==> src/rtl/ascon_pack.sv <==
// Shared types and round constants for the ASCON-128 sequencing controller.
// Holds the FSM state enum and the round counter load/limit values.
package ascon_pack;

    typedef enum logic [2:0] {
        S_IDLE,
        S_INIT,
        S_AD_WAIT,
        S_AD,
        S_PT_WAIT,
        S_PT,
        S_FINAL,
        S_DONE
    } state_t;

    localparam logic [3:0] ROUND_INIT_A = 4'd0;
    localparam logic [3:0] ROUND_INIT_B = 4'd6;
    localparam logic [3:0] ROUND_LAST   = 4'd11;

endpackage

==> src/rtl/compteur_double_init.sv <==
// 4-bit round counter with two synchronous load values and an enable.
// Ports: clock_i, resetb_i (async low), init_a_i, init_b_i, en_i, cnt_o.
module compteur_double_init
    import ascon_pack::*;
(
    input  logic       clock_i,
    input  logic       resetb_i,
    input  logic       init_a_i,
    input  logic       init_b_i,
    input  logic       en_i,
    output logic [3:0] cnt_o
);

    logic [3:0] cnt_q;
    logic [3:0] cnt_d;

    // Saturates at the last round so WAIT states hold a stable index.
    always_comb begin
        cnt_d = cnt_q;
        if (init_a_i) begin
            cnt_d = ROUND_INIT_A;
        end else if (init_b_i) begin
            cnt_d = ROUND_INIT_B;
        end else if (en_i && (cnt_q != ROUND_LAST)) begin
            cnt_d = cnt_q + 4'd1;
        end
    end

    always_ff @(posedge clock_i or negedge resetb_i) begin
        if (!resetb_i) begin
            cnt_q <= ROUND_INIT_A;
        end else begin
            cnt_q <= cnt_d;
        end
    end

    assign cnt_o = cnt_q;

endmodule

==> src/rtl/fsm_ascon.sv <==
// Sequencing controller for the ASCON-128 encryption datapath.
// Inputs: clock_i, resetb_i, start_i, data_valid_i, block_i.
// Outputs: round_o, block counter controls, state/XOR strobes,
// ciphertext/tag capture strobes and the end_o completion pulse.
module fsm_ascon
    import ascon_pack::*;
#(
    parameter int NB_AD_BLOCKS = 1,
    parameter int NB_PT_BLOCKS = 4
) (
    input  logic       clock_i,
    input  logic       resetb_i,
    input  logic       start_i,
    input  logic       data_valid_i,
    input  logic [3:0] block_i,
    output logic [3:0] round_o,
    output logic       en_block_o,
    output logic       init_block_o,
    output logic       sel_state_o,
    output logic       en_reg_state_o,
    output logic       xor_data_begin_o,
    output logic       xor_key_begin_o,
    output logic       xor_key_end_o,
    output logic       xor_lsb_end_o,
    output logic       en_cipher_o,
    output logic       en_tag_o,
    output logic       end_o
);

    localparam logic [3:0] AD_LAST = 4'(NB_AD_BLOCKS - 1);
    localparam logic [3:0] PT_LAST = 4'(NB_PT_BLOCKS - 1);

    state_t     state_q;
    state_t     state_d;
    logic       init_a;
    logic       init_b;
    logic       en_round;
    logic [3:0] round;

    compteur_double_init u_round (
        .clock_i  (clock_i),
        .resetb_i (resetb_i),
        .init_a_i (init_a),
        .init_b_i (init_b),
        .en_i     (en_round),
        .cnt_o    (round)
    );

    assign round_o = round;

    always_ff @(posedge clock_i or negedge resetb_i) begin
        if (!resetb_i) begin
            state_q <= S_IDLE;
        end else begin
            state_q <= state_d;
        end
    end

    always_comb begin
        state_d          = state_q;
        init_a           = 1'b0;
        init_b           = 1'b0;
        en_round         = 1'b0;
        en_block_o       = 1'b0;
        init_block_o     = 1'b0;
        sel_state_o      = 1'b0;
        en_reg_state_o   = 1'b0;
        xor_data_begin_o = 1'b0;
        xor_key_begin_o  = 1'b0;
        xor_key_end_o    = 1'b0;
        xor_lsb_end_o    = 1'b0;
        en_cipher_o      = 1'b0;
        en_tag_o         = 1'b0;
        end_o            = 1'b0;

        unique case (state_q)
            S_IDLE: begin
                if (start_i) begin
                    init_a       = 1'b1;
                    en_block_o   = 1'b1;
                    init_block_o = 1'b1;
                    state_d      = S_INIT;
                end
            end

            S_INIT: begin
                en_reg_state_o = 1'b1;
                en_round       = 1'b1;
                // Round 0 absorbs IV||K||N instead of the state register.
                sel_state_o    = (round != ROUND_INIT_A);
                if (round == ROUND_LAST) begin
                    xor_key_end_o = 1'b1;
                    state_d       = S_AD_WAIT;
                end
            end

            S_AD_WAIT: begin
                if (data_valid_i) begin
                    init_b  = 1'b1;
                    state_d = S_AD;
                end
            end

            S_AD: begin
                en_reg_state_o   = 1'b1;
                sel_state_o      = 1'b1;
                en_round         = 1'b1;
                xor_data_begin_o = (round == ROUND_INIT_B);
                if (round == ROUND_LAST) begin
                    en_block_o = 1'b1;
                    if (block_i == AD_LAST) begin
                        xor_lsb_end_o = 1'b1;
                        init_block_o  = 1'b1;
                        state_d       = S_PT_WAIT;
                    end else begin
                        state_d = S_AD_WAIT;
                    end
                end
            end

            S_PT_WAIT: begin
                if (data_valid_i) begin
                    // The last plaintext block is absorbed by FINAL.
                    if (block_i == PT_LAST) begin
                        init_a  = 1'b1;
                        state_d = S_FINAL;
                    end else begin
                        init_b  = 1'b1;
                        state_d = S_PT;
                    end
                end
            end

            S_PT: begin
                en_reg_state_o = 1'b1;
                sel_state_o    = 1'b1;
                en_round       = 1'b1;
                if (round == ROUND_INIT_B) begin
                    xor_data_begin_o = 1'b1;
                    en_cipher_o      = 1'b1;
                end
                if (round == ROUND_LAST) begin
                    en_block_o = 1'b1;
                    state_d    = S_PT_WAIT;
                end
            end

            S_FINAL: begin
                en_reg_state_o = 1'b1;
                sel_state_o    = 1'b1;
                en_round       = 1'b1;
                if (round == ROUND_INIT_A) begin
                    xor_data_begin_o = 1'b1;
                    xor_key_begin_o  = 1'b1;
                    en_cipher_o      = 1'b1;
                end
                if (round == ROUND_LAST) begin
                    xor_key_end_o = 1'b1;
                    en_tag_o      = 1'b1;
                    state_d       = S_DONE;
                end
            end

            S_DONE: begin
                end_o   = 1'b1;
                state_d = S_IDLE;
            end

            default: begin
                state_d = S_IDLE;
            end
        endcase
    end

endmodule

==> config.mk <==
export PLATFORM = sky130hd
export DESIGN_NAME = fsm_ascon
export DESIGN_NICKNAME = d
export VERILOG_FILES = /design/src/rtl/ascon_pack.sv /design/src/rtl/compteur_double_init.sv /design/src/rtl/fsm_ascon.sv
export SDC_FILE = /design/constraint.sdc
export NUM_CORES = 1
export LEC_CHECK = 0
export BUFFER_PORTS_ARGS = -buffer_cell sky130_fd_sc_hd__buf_2
export CAP_MARGIN = 10
export CORE_MARGIN = 3
export CORE_UTILIZATION = 25
export CTS_CLUSTER_DIAMETER = 200
export DETAILED_ROUTE_END_ITERATION = 7
export GPL_ROUTABILITY_DRIVEN = 0
export GPL_TIMING_DRIVEN = 0
export SYNTH_ARGS = -nofsm -noshare
export SYNTH_HDL_FRONTEND = slang
export SYNTH_SLANG_ARGS = --single-unit
==> constraint.sdc <==
create_clock -name clock_i -period 1.7 [get_ports clock_i]
set_input_delay 0.34 -clock clock_i [delete_from_list [all_inputs] [get_ports clock_i]]
set_output_delay 0.34 -clock clock_i [all_outputs]
set_load 0.01 [all_outputs]
[Word-level counts from Yosys, hierarchy flattened]
Cells that the tools add are included.
Storage, ports and cells
  bits of input ports: 8
  flip-flop bits (word level): 7
  bits in latches: 0
  memories kept: 0
  word-level logic and storage cells: 69
  bits in read-only memories: 0
  bits in writable memories: 0
Operators by class
  reductions and logical operators: 11
  shifts and indexed selects: 0
  bitwise operators: 0
  add/subtract/negate cells: 1
  eq/ne operators: 18
  muxes and demuxes: 37
  div/mod/pow operators: 0
  order comparisons: 0
  $mul: 0
Operators with widths (count)
  two-way mux 3 bit: 8
  case mux 3 bit (8 select lines): 1
  two-way mux 1 bit: 17
  inequality test 2 bit (second input constant): 7
  == test 3 bit (second input constant): 4
  two-way mux 4 bit: 3
  case mux 1 bit (2 select lines): 6
  logical NOT 4 bit: 2
  AND reduction 7 bit: 1
  == test 3 x 2 -> 1 bit (second input constant): 2
  adder 4 x 1 -> 4 bit (second input constant): 1
  == test 4 x 2 -> 1 bit (second input constant): 1
  == test 4 x 3 -> 1 bit (second input constant): 1
  == test 4 bit (second input constant): 1
  inequality test 4 bit (second input constant): 1
  nonzero test 4 bit: 1
  OR reduction 2 bit: 2
  OR reduction 4 bit: 1
  == test 3 x 1 -> 1 bit (second input constant): 1
  logical NOT 3 bit: 1
  case mux 1 bit (3 select lines): 1
  nonzero test 3 bit: 1
  OR reduction 3 bit: 1
  two-way mux 2 bit: 1
  logical AND 1 bit: 1

[Depth between registers and ports, before layout]
Gate-level depths: netlist (run 1).
  word-level depth: 7
  mapped depth: 5
  mapped depth without buffers: 5

[Modules after synthesis]
From an unflattened synthesis (run 1), not the netlist that was laid out.
Unflattened totals
  cell total of the unflattened synthesis: 85
  area total of the unflattened synthesis: 653.1 um^2
By module, submodules not included
  fsm_ascon: instances 1, sequential area each 75.1 um^2, cells each 64, area an instance 436.7 um^2
  compteur_double_init: instances 1, sequential area each 100.1 um^2, cells each 21, area an instance 216.5 um^2

[Worst setup path before layout (run 1)]
OpenSTA, ideal clock, no wires.
  kind: reg-to-output
  start point: register u_round.cnt_q[1] (netlist: u_round.cnt_o[1])
  end point: output port init_block_o
  slack: 0.007 ns
  arrival time: 1.353 ns
  stages on the path, launching flop included: 6
  path buffers: 0
  path through: dfrtp_1 > ha_1 > and3b_1 > nand2_1 > nor3_2 > o21bai_1
On the way
  word-level cells in the longest chain between the ends: 3
Ends and longest elaborated chain
  start, declared: RTL line compteur_double_init.sv:14  | logic [3:0] cnt_q;
  start signal, assigned: RTL line compteur_double_init.sv:33  | cnt_q <= cnt_d;
  == test 4 bit: RTL line fsm_ascon.sv:109  | if (round == ROUND_LAST) begin
  two-way mux 1 bit: RTL line fsm_ascon.sv:109
  case mux 1 bit (2 select lines): RTL line fsm_ascon.sv:76  | unique case (state_q)
  end, declared: RTL line fsm_ascon.sv:18  | output logic init_block_o,
Every way passes these cells.

[Worst setup path after layout (run 1)]
  start point: register u_round.cnt_q[0] (netlist: u_round.cnt_o[0])
  end point: output port init_block_o
Same word-level chain as after synthesis.

==> impl_metrics.py, run 1 <==
metrics = {
    "flow_run": {
        "drv_cap": 0,
    },
    "sta": {
        "rsz0062_at_grt": "yes",
        "setup-violations-final": 8,
        "finalHoldViolations": 0,
        "min_period_ns": 1.863,
        "drv_slew": 0,
        "fin_ws_ns": -0.1626,
        "timing.fmax_mhz": 536.9,
        "skew_ns": 0.002223,
        "worst_pin_slew_ns": 0.4169,
        "slew_headroom_pct": 71.95,
        "hold_slack_ns": 0.4544,
        "fin_crit_sh_pct": 109.6,
    },
    "power": {
        "irDropWorstVdd_mv": 0.5700,
        "power_leakage_uw": 0.0005138,
        "powerDensity_nw_per_um2": 1390,
    },
    "setup_path": {
        "worst-endpoint-required_ns": 1.36,
        "cp-start-kind": "flip-flop",
        "crit_fanout": 4,
        "crit_type": "flip-flop to primary output",
        "crit_path_end_kind": "primary output",
        "arrival_ns": 1.52,
    },
    "layout": {
        "syn_to_final_growth_pct": 68.67,
        "drive_gt1_share_pct": 56.91,
        "postLayoutCoreUtil_pct": 45.00,
        "final_common_cell": "buf_2",
        "nets": 135,
        "layoutNonFillerInstCount": 153,
        "diodes": 0,
        "fin_area_sq_um": 1125,
        "layout_common_cells": "buf_2 (22), buf_4 (14), buf_6 (7)",
    },
    "synthesis": {
        "syn_area_sq_um": 666.9,
        "yosysSeqAreaShare_pct": 26.27,
        "synth_top_area_cell": "dfrtp_1",
        "async_flop_share_pct": 100.0,
        "synth_top_area_share_pct": 26.27,
        "synthTopCellsByArea": "dfrtp_1 (26%), ha_1 (5.6%), nand3b_1 (5.6%)",
        "yosysWarnings": 0,
        "ys_types": 39,
        "ys.flop_type": "dfrtp_1",
        "ys_ff_latch": 7,
        "synth_edf_count": 0,
        "syn_avg_cell_area_sq_um": 8.550,
        "netlist_instances": 78,
        "syn-num-nets": 89,
    },
    "floorplan": {
        "initial_utilization_pct": 26.68,
        "core_sq_um": 2500,
        "row_count": 18,
        "io_pins": 23,
        "die_w_um": 57.65,
        "fp.dieArea_sq_um": 3324,
        "die_h_um": 57.65,
    },
    "clock_network": {
        "cts_tree": "built",
        "cts_inserted_buffers": 3,
        "clk_pin_slew_ns": 0.05,
        "clk_latency_ns": 0.24,
        "clockBufferDepth": 2,
        "cts.sinks": 7,
        "htreeDepth": 1,
        "root_buffer": "clkbuf_4",
    },
    "global_route": {
        "grt_pass1_wl_mm": 3.180,
        "overflow": 0,
        "antenna_found_initial": 0,
        "grt.total_usage_pct": 11.94,
        "first_global_vias": 723,
        "grt_max_degree": 11,
    },
    "routing": {
        "antenna_left": 0,
        "dr.pass1.iters": 4,
        "remaining_drc_errors": 0,
        "wl_per_cell_um": 12.47,
        "num_vias": 756,
        "drt-initial-drc-count": 19,
        "finalWirelength_mm": 1.908,
        "viasPerCell": 4.941,
    },
    "place": {
        "portBuffers": 22,
        "dpl-instance-area_sq_um": 814.5,
        "place_inst": 130,
        "dp_hpwl_mm": 1.297,
    },
    "outcome": {
        "violations": "negative setup slack",
        "status": "complete, but fails checks",
    },
    "worst_hold_path": {
        "min_path_type": "input pin to flip-flop",
    },
}
-- layout make-up --
cell class | count | area (sq um)
Sequential cell | 7 | 177.7
Multi-Input combinational cell | 64 | 548.0
Timing Repair Buffer | 41 | 275.3
Clock buffer | 4 | 26.28
Inverter | 3 | 18.77
Tap cell | 30 | 37.54
Buffer | 4 | 41.29
Fill cell | 258 | 1375
-- where the power goes --
part	total [uW]	internal (uW)	switching, uW	leakage [uW]
Combinational	1100	565	534	0.000420
Sequential	322	244	78.3	0.0000792
Clock	143	89.1	53.7	0.0000150
-- critical path, cell delays in order (launching register included) --
cell and delay (ns):
dfrtp_1 0.36, ha_2 0.19, and3b_2 0.25, nand2_2 0.08
nor3_4 0.14, o21bai_1 0.13, buf_2 0.14
-- state kept, by name, summed over array words and instances (netlist names) --
signal / cells
u_round.cnt_o: 4
state_q: 3
-- synth_stat cells, types with 2 or more instances --
cell type  instances
nor2_1             6
a21oi_1            5
o21ai_1            4
mux2i_1            2
nand2b_1           3
nand3_1            3
dfrtp_1            7
ha_1               3
nand2_1            4
a21o_1             2
buf_2              4
inv_1              3
nand3b_1           5
o21ai_0            2
-- final timing paths --
check	start	endpoint	slack (ns)	depth (start not counted)
worst max-delay path	u_round.cnt_o[0]$_DFFE_PN0P_	init_block_o	-0.16	6
worst min-delay path	data_valid_i	u_round.cnt_o[2]$_DFFE_PN0P_	0.45	3
worst max register to register	state_q[1]$_DFFE_PN0P_	u_round.cnt_o[1]$_DFFE_PN0P_	0.19	6
worst min register to register	u_round.cnt_o[3]$_DFFE_PN0P_	u_round.cnt_o[3]$_DFFE_PN0P_	0.65	2
max in group asynchronous	resetb_i	state_q[0]$_DFFE_PN0P_	1.07	2
min in group asynchronous	resetb_i	state_q[2]$_DFFE_PN0P_	0.46	2
-- per-stage QoR --
step,worst slack [ns],power [uW],setup TNS (ns)
global route,-0.2810,1720,-1.530
detailed placement,-0.04344,1029,-0.04344
finish,-0.1626,1564,-0.6850
global placement,-0.03478,1015,-0.03478
floorplan,0.007024,816.0,0
CTS,-0.1686,1390,-0.5315
-- cell families after synthesis --
logic type,Yosys count,synth area share [%]
AND/OR/NAND/NOR,34,33.02
XOR/XNOR,2,2.627
buffers and inverters,7,4.690
multiplexers,2,3.002
adder cells (fa/ha/maj),3,5.629
flip-flops,7,26.27
AO/OA/AOI/OAI,23,24.77
-- repair_timing --
item	4_1_cts	5_1_grt
cloned	1	0
hold endpoints to repair	7	0
hold buffers	1	0
resized for setup	18	20
setup buffers	12	5
pin swaps	6	4
endpoints found under the setup margin	10	10
-- per-layer routing --
layer | wire (um) | part of all wire [%] | vias up | GRT usage (%)
li1 | - | - | 375 | -
met1 | 833 | 44 | 358 | 15.82
met2 | 978 | 51 | 23 | 20.65
met3 | 95 | 5.0 | 0 | 2.004
met4 | 0 | 0 | 0 | 1.987
met5 | 0 | 0 | - | 0
(Power assumes the default switching activity.)
==> run 2: changes to the inputs <==
BUFFER_PORTS_ARGS = -buffer_cell sky130_fd_sc_hd__buf_4   (was -buffer_cell sky130_fd_sc_hd__buf_2)
SYNTH_HIERARCHICAL = 1   (was not set)
==> impl_metrics.py, run 2 <==
metrics = {
    "clock_network": {
        "clk_pin_slew_ns": 0.05,
        "clk_latency_ns": 0.25,
        "cts_tree": "built",
        "cts_inserted_buffers": 3,
        "htreeDepth": 1,
        "clockBufferDepth": 2,
        "cts.sinks": 7,
        "root_buffer": "clkbuf_4",
    },
    "routing": {
        "wl_met3_um": 134,
        "wl_per_cell_um": 13.99,
        "met1_length_um": 970,
        "num_vias": 843,
        "antenna_left": 0,
        "remaining_drc_errors": 0,
        "dr.pass1.iters": 4,
        "top_layer": "met3",
        "viasPerCell": 5.236,
        "drt-initial-drc-count": 28,
        "met2_length_mm": 1.148,
        "finalWirelength_mm": 2.253,
    },
    "sta": {
        "fin_ws_ns": -0.3345,
        "tns_ns": -1.991,
        "drv_slew": 0,
        "rsz0062_at_grt": "yes",
        "slew_headroom_pct": 74.37,
        "timing.fmax_mhz": 491.5,
        "setup-violations-final": 11,
        "hold_slack_ns": 0.4263,
        "min_period_ns": 2.035,
        "skew_ns": 0.005534,
        "finalHoldViolations": 0,
        "fin_crit_sh_pct": 119.7,
        "worst_pin_slew_ns": 0.3837,
    },
    "global_route": {
        "first_global_vias": 765,
        "grt_max_degree": 11,
        "grt_pass1_wl_mm": 3.318,
        "antenna_found_initial": 0,
        "overflow": 0,
        "grt.total_usage_pct": 12.40,
    },
    "worst_hold_path": {
        "min_path_type": "input pin to async pin",
    },
    "outcome": {
        "violations": "negative setup slack",
        "status": "complete, but fails checks",
    },
    "synthesis": {
        "synth_top_area_share_pct": 26.82,
        "ys_types": 40,
        "netlist_instances": 85,
        "yosysWarnings": 6,
        "async_flop_share_pct": 100.0,
        "yosys-top-cells-count": "nand2_1 (9), nor2_1 (9), a21oi_1 (7), dfrtp_1 (7), nand3_1 (5)",
        "ys.flop_type": "dfrtp_1",
        "synth_top_area_cell": "dfrtp_1",
        "synthTopCellsByArea": "dfrtp_1 (27%), a21oi_1 (5.4%), nand2_1 (5.2%)",
        "syn_avg_cell_area_sq_um": 7.684,
        "yosysSeqAreaShare_pct": 26.82,
        "ys_ff_latch": 7,
        "synth_edf_count": 0,
        "syn_area_sq_um": 653.1,
        "syn-num-nets": 94,
    },
    "layout": {
        "largest_register_ffs": 4,
        "multi_input_area_sq_um": 536.8,
        "layout_common_cells": "buf_4 (40), nand2_1 (7), nor2_1 (5)",
        "final_common_cell": "buf_4",
        "nets": 143,
        "fillers": 220,
        "drive_gt1_share_pct": 60.15,
        "syn_to_final_growth_pct": 82.95,
        "diodes": 0,
        "regArea_sq_um": 180.2,
    },
    "setup_path": {
        "crit_fanout": 4,
        "worst-endpoint-required_ns": 1.36,
        "arrival_ns": 1.69,
        "regToRegSetupSlack_ns": -0.06,
        "crit_type": "flip-flop to primary output",
        "cp-start-kind": "flip-flop",
        "crit_path_end_kind": "primary output",
    },
    "floorplan": {
        "initial_utilization_pct": 27.91,
        "die_w_um": 57.11,
        "row_count": 17,
        "io_pins": 23,
        "die_h_um": 57.11,
        "core_sq_um": 2340,
        "fp.dieArea_sq_um": 3262,
    },
    "power": {
        "power_leakage_uw": 0.0005430,
        "irDropWorstVdd_mv": 1.001,
        "powerDensity_nw_per_um2": 1757,
    },
    "flow_run": {
        "drv_cap": 0,
    },
    "place": {
        "place_ws_ns": -0.2759,
        "portBuffers": 22,
        "dp_hpwl_mm": 1.457,
    },
}
run 2: final cells by class:
| type | count | area share [%] |
|---|---|---|
| multi-input combinational | 71 | 44.92 |
| tap | 28 | 2.932 |
| inverter | 3 | 1.257 |
| sequential | 7 | 15.08 |
| timing repair buffer | 44 | 29.95 |
| buffer | 4 | 3.560 |
| clock inverter | 1 | 0.4188 |
| clock buffer | 3 | 1.885 |
run 2: cell families (layout without fill, tap and decap cells):
kind of cell	count (synthesis)	in the layout	synth area share (%)
fa+ha+maj	1	1	1.915
compound gates	27	27	27.97
flops	7	7	26.82
buf+inv	7	55	4.789
mux	1	1	1.533
xor+xnor	1	1	1.341
simple gates	41	41	35.63
run 2: metal layers:
metal / track usage (%) / vias up
met5: 0 / -
met4: 5.629 / 0
met3: 3.394 / 0
met2: 19.74 / 26
met1: 15.55 / 403
li1: - / 414
run 2: timing repair:
item	in CTS	in global routing
resized for setup	14	18
hold endpoints to repair	7	0
pin swaps	5	11
setup buffers	6	14
hold buffers	1	0
endpoints found under the setup margin	15	13
gates cloned	0	1
run 2: power breakdown:
group,switching [uW],internal [uW]
registers,127,260
clock network,60.6,85.8
logic,733,832
run 2: worst paths after layout:
kind	start	to	cells past startpoint
max in group asynchronous	resetb_i	u_round/cnt_o[1]$_DFFE_PN0P_	2
worst min register to register	u_round/cnt_o[3]$_DFFE_PN0P_	u_round/cnt_o[3]$_DFFE_PN0P_	2
worst max register to register	state_q[1]$_DFFE_PN0P_	u_round/cnt_o[0]$_DFFE_PN0P_	9
min in group clock_i	block_i[0]	state_q[2]$_DFFE_PN0P_	4
worst min-delay path	resetb_i	u_round/cnt_o[3]$_DFFE_PN0P_	2
worst max-delay path	state_q[0]$_DFFE_PN0P_	xor_data_begin_o	5
run 2: stage by stage:
stage / instance area (sq um) / power (uW) / cells / utilization [%]
2_1_floorplan: 665.6 / 1020 / 85 / -
3_5_place_dp: 865.8 / 1368 / 135 / 37.01
5_1_grt: 1195 / 2264 / 161 / 51.07
6_report: 1195 / 2099 / 161 / 51.07
3_3_place_gp: 865.8 / 1355 / 135 / 37.01
4_1_cts: 1001 / 1723 / 146 / 42.78
run 2: critical path, cell delays in order, from the launching register on:
cell	delay, ns
dfrtp_1	0.41
or4b_4	0.55
o21ai_2	0.08
nand2_1	0.08
a211oi_2	0.18
buf_4	0.15
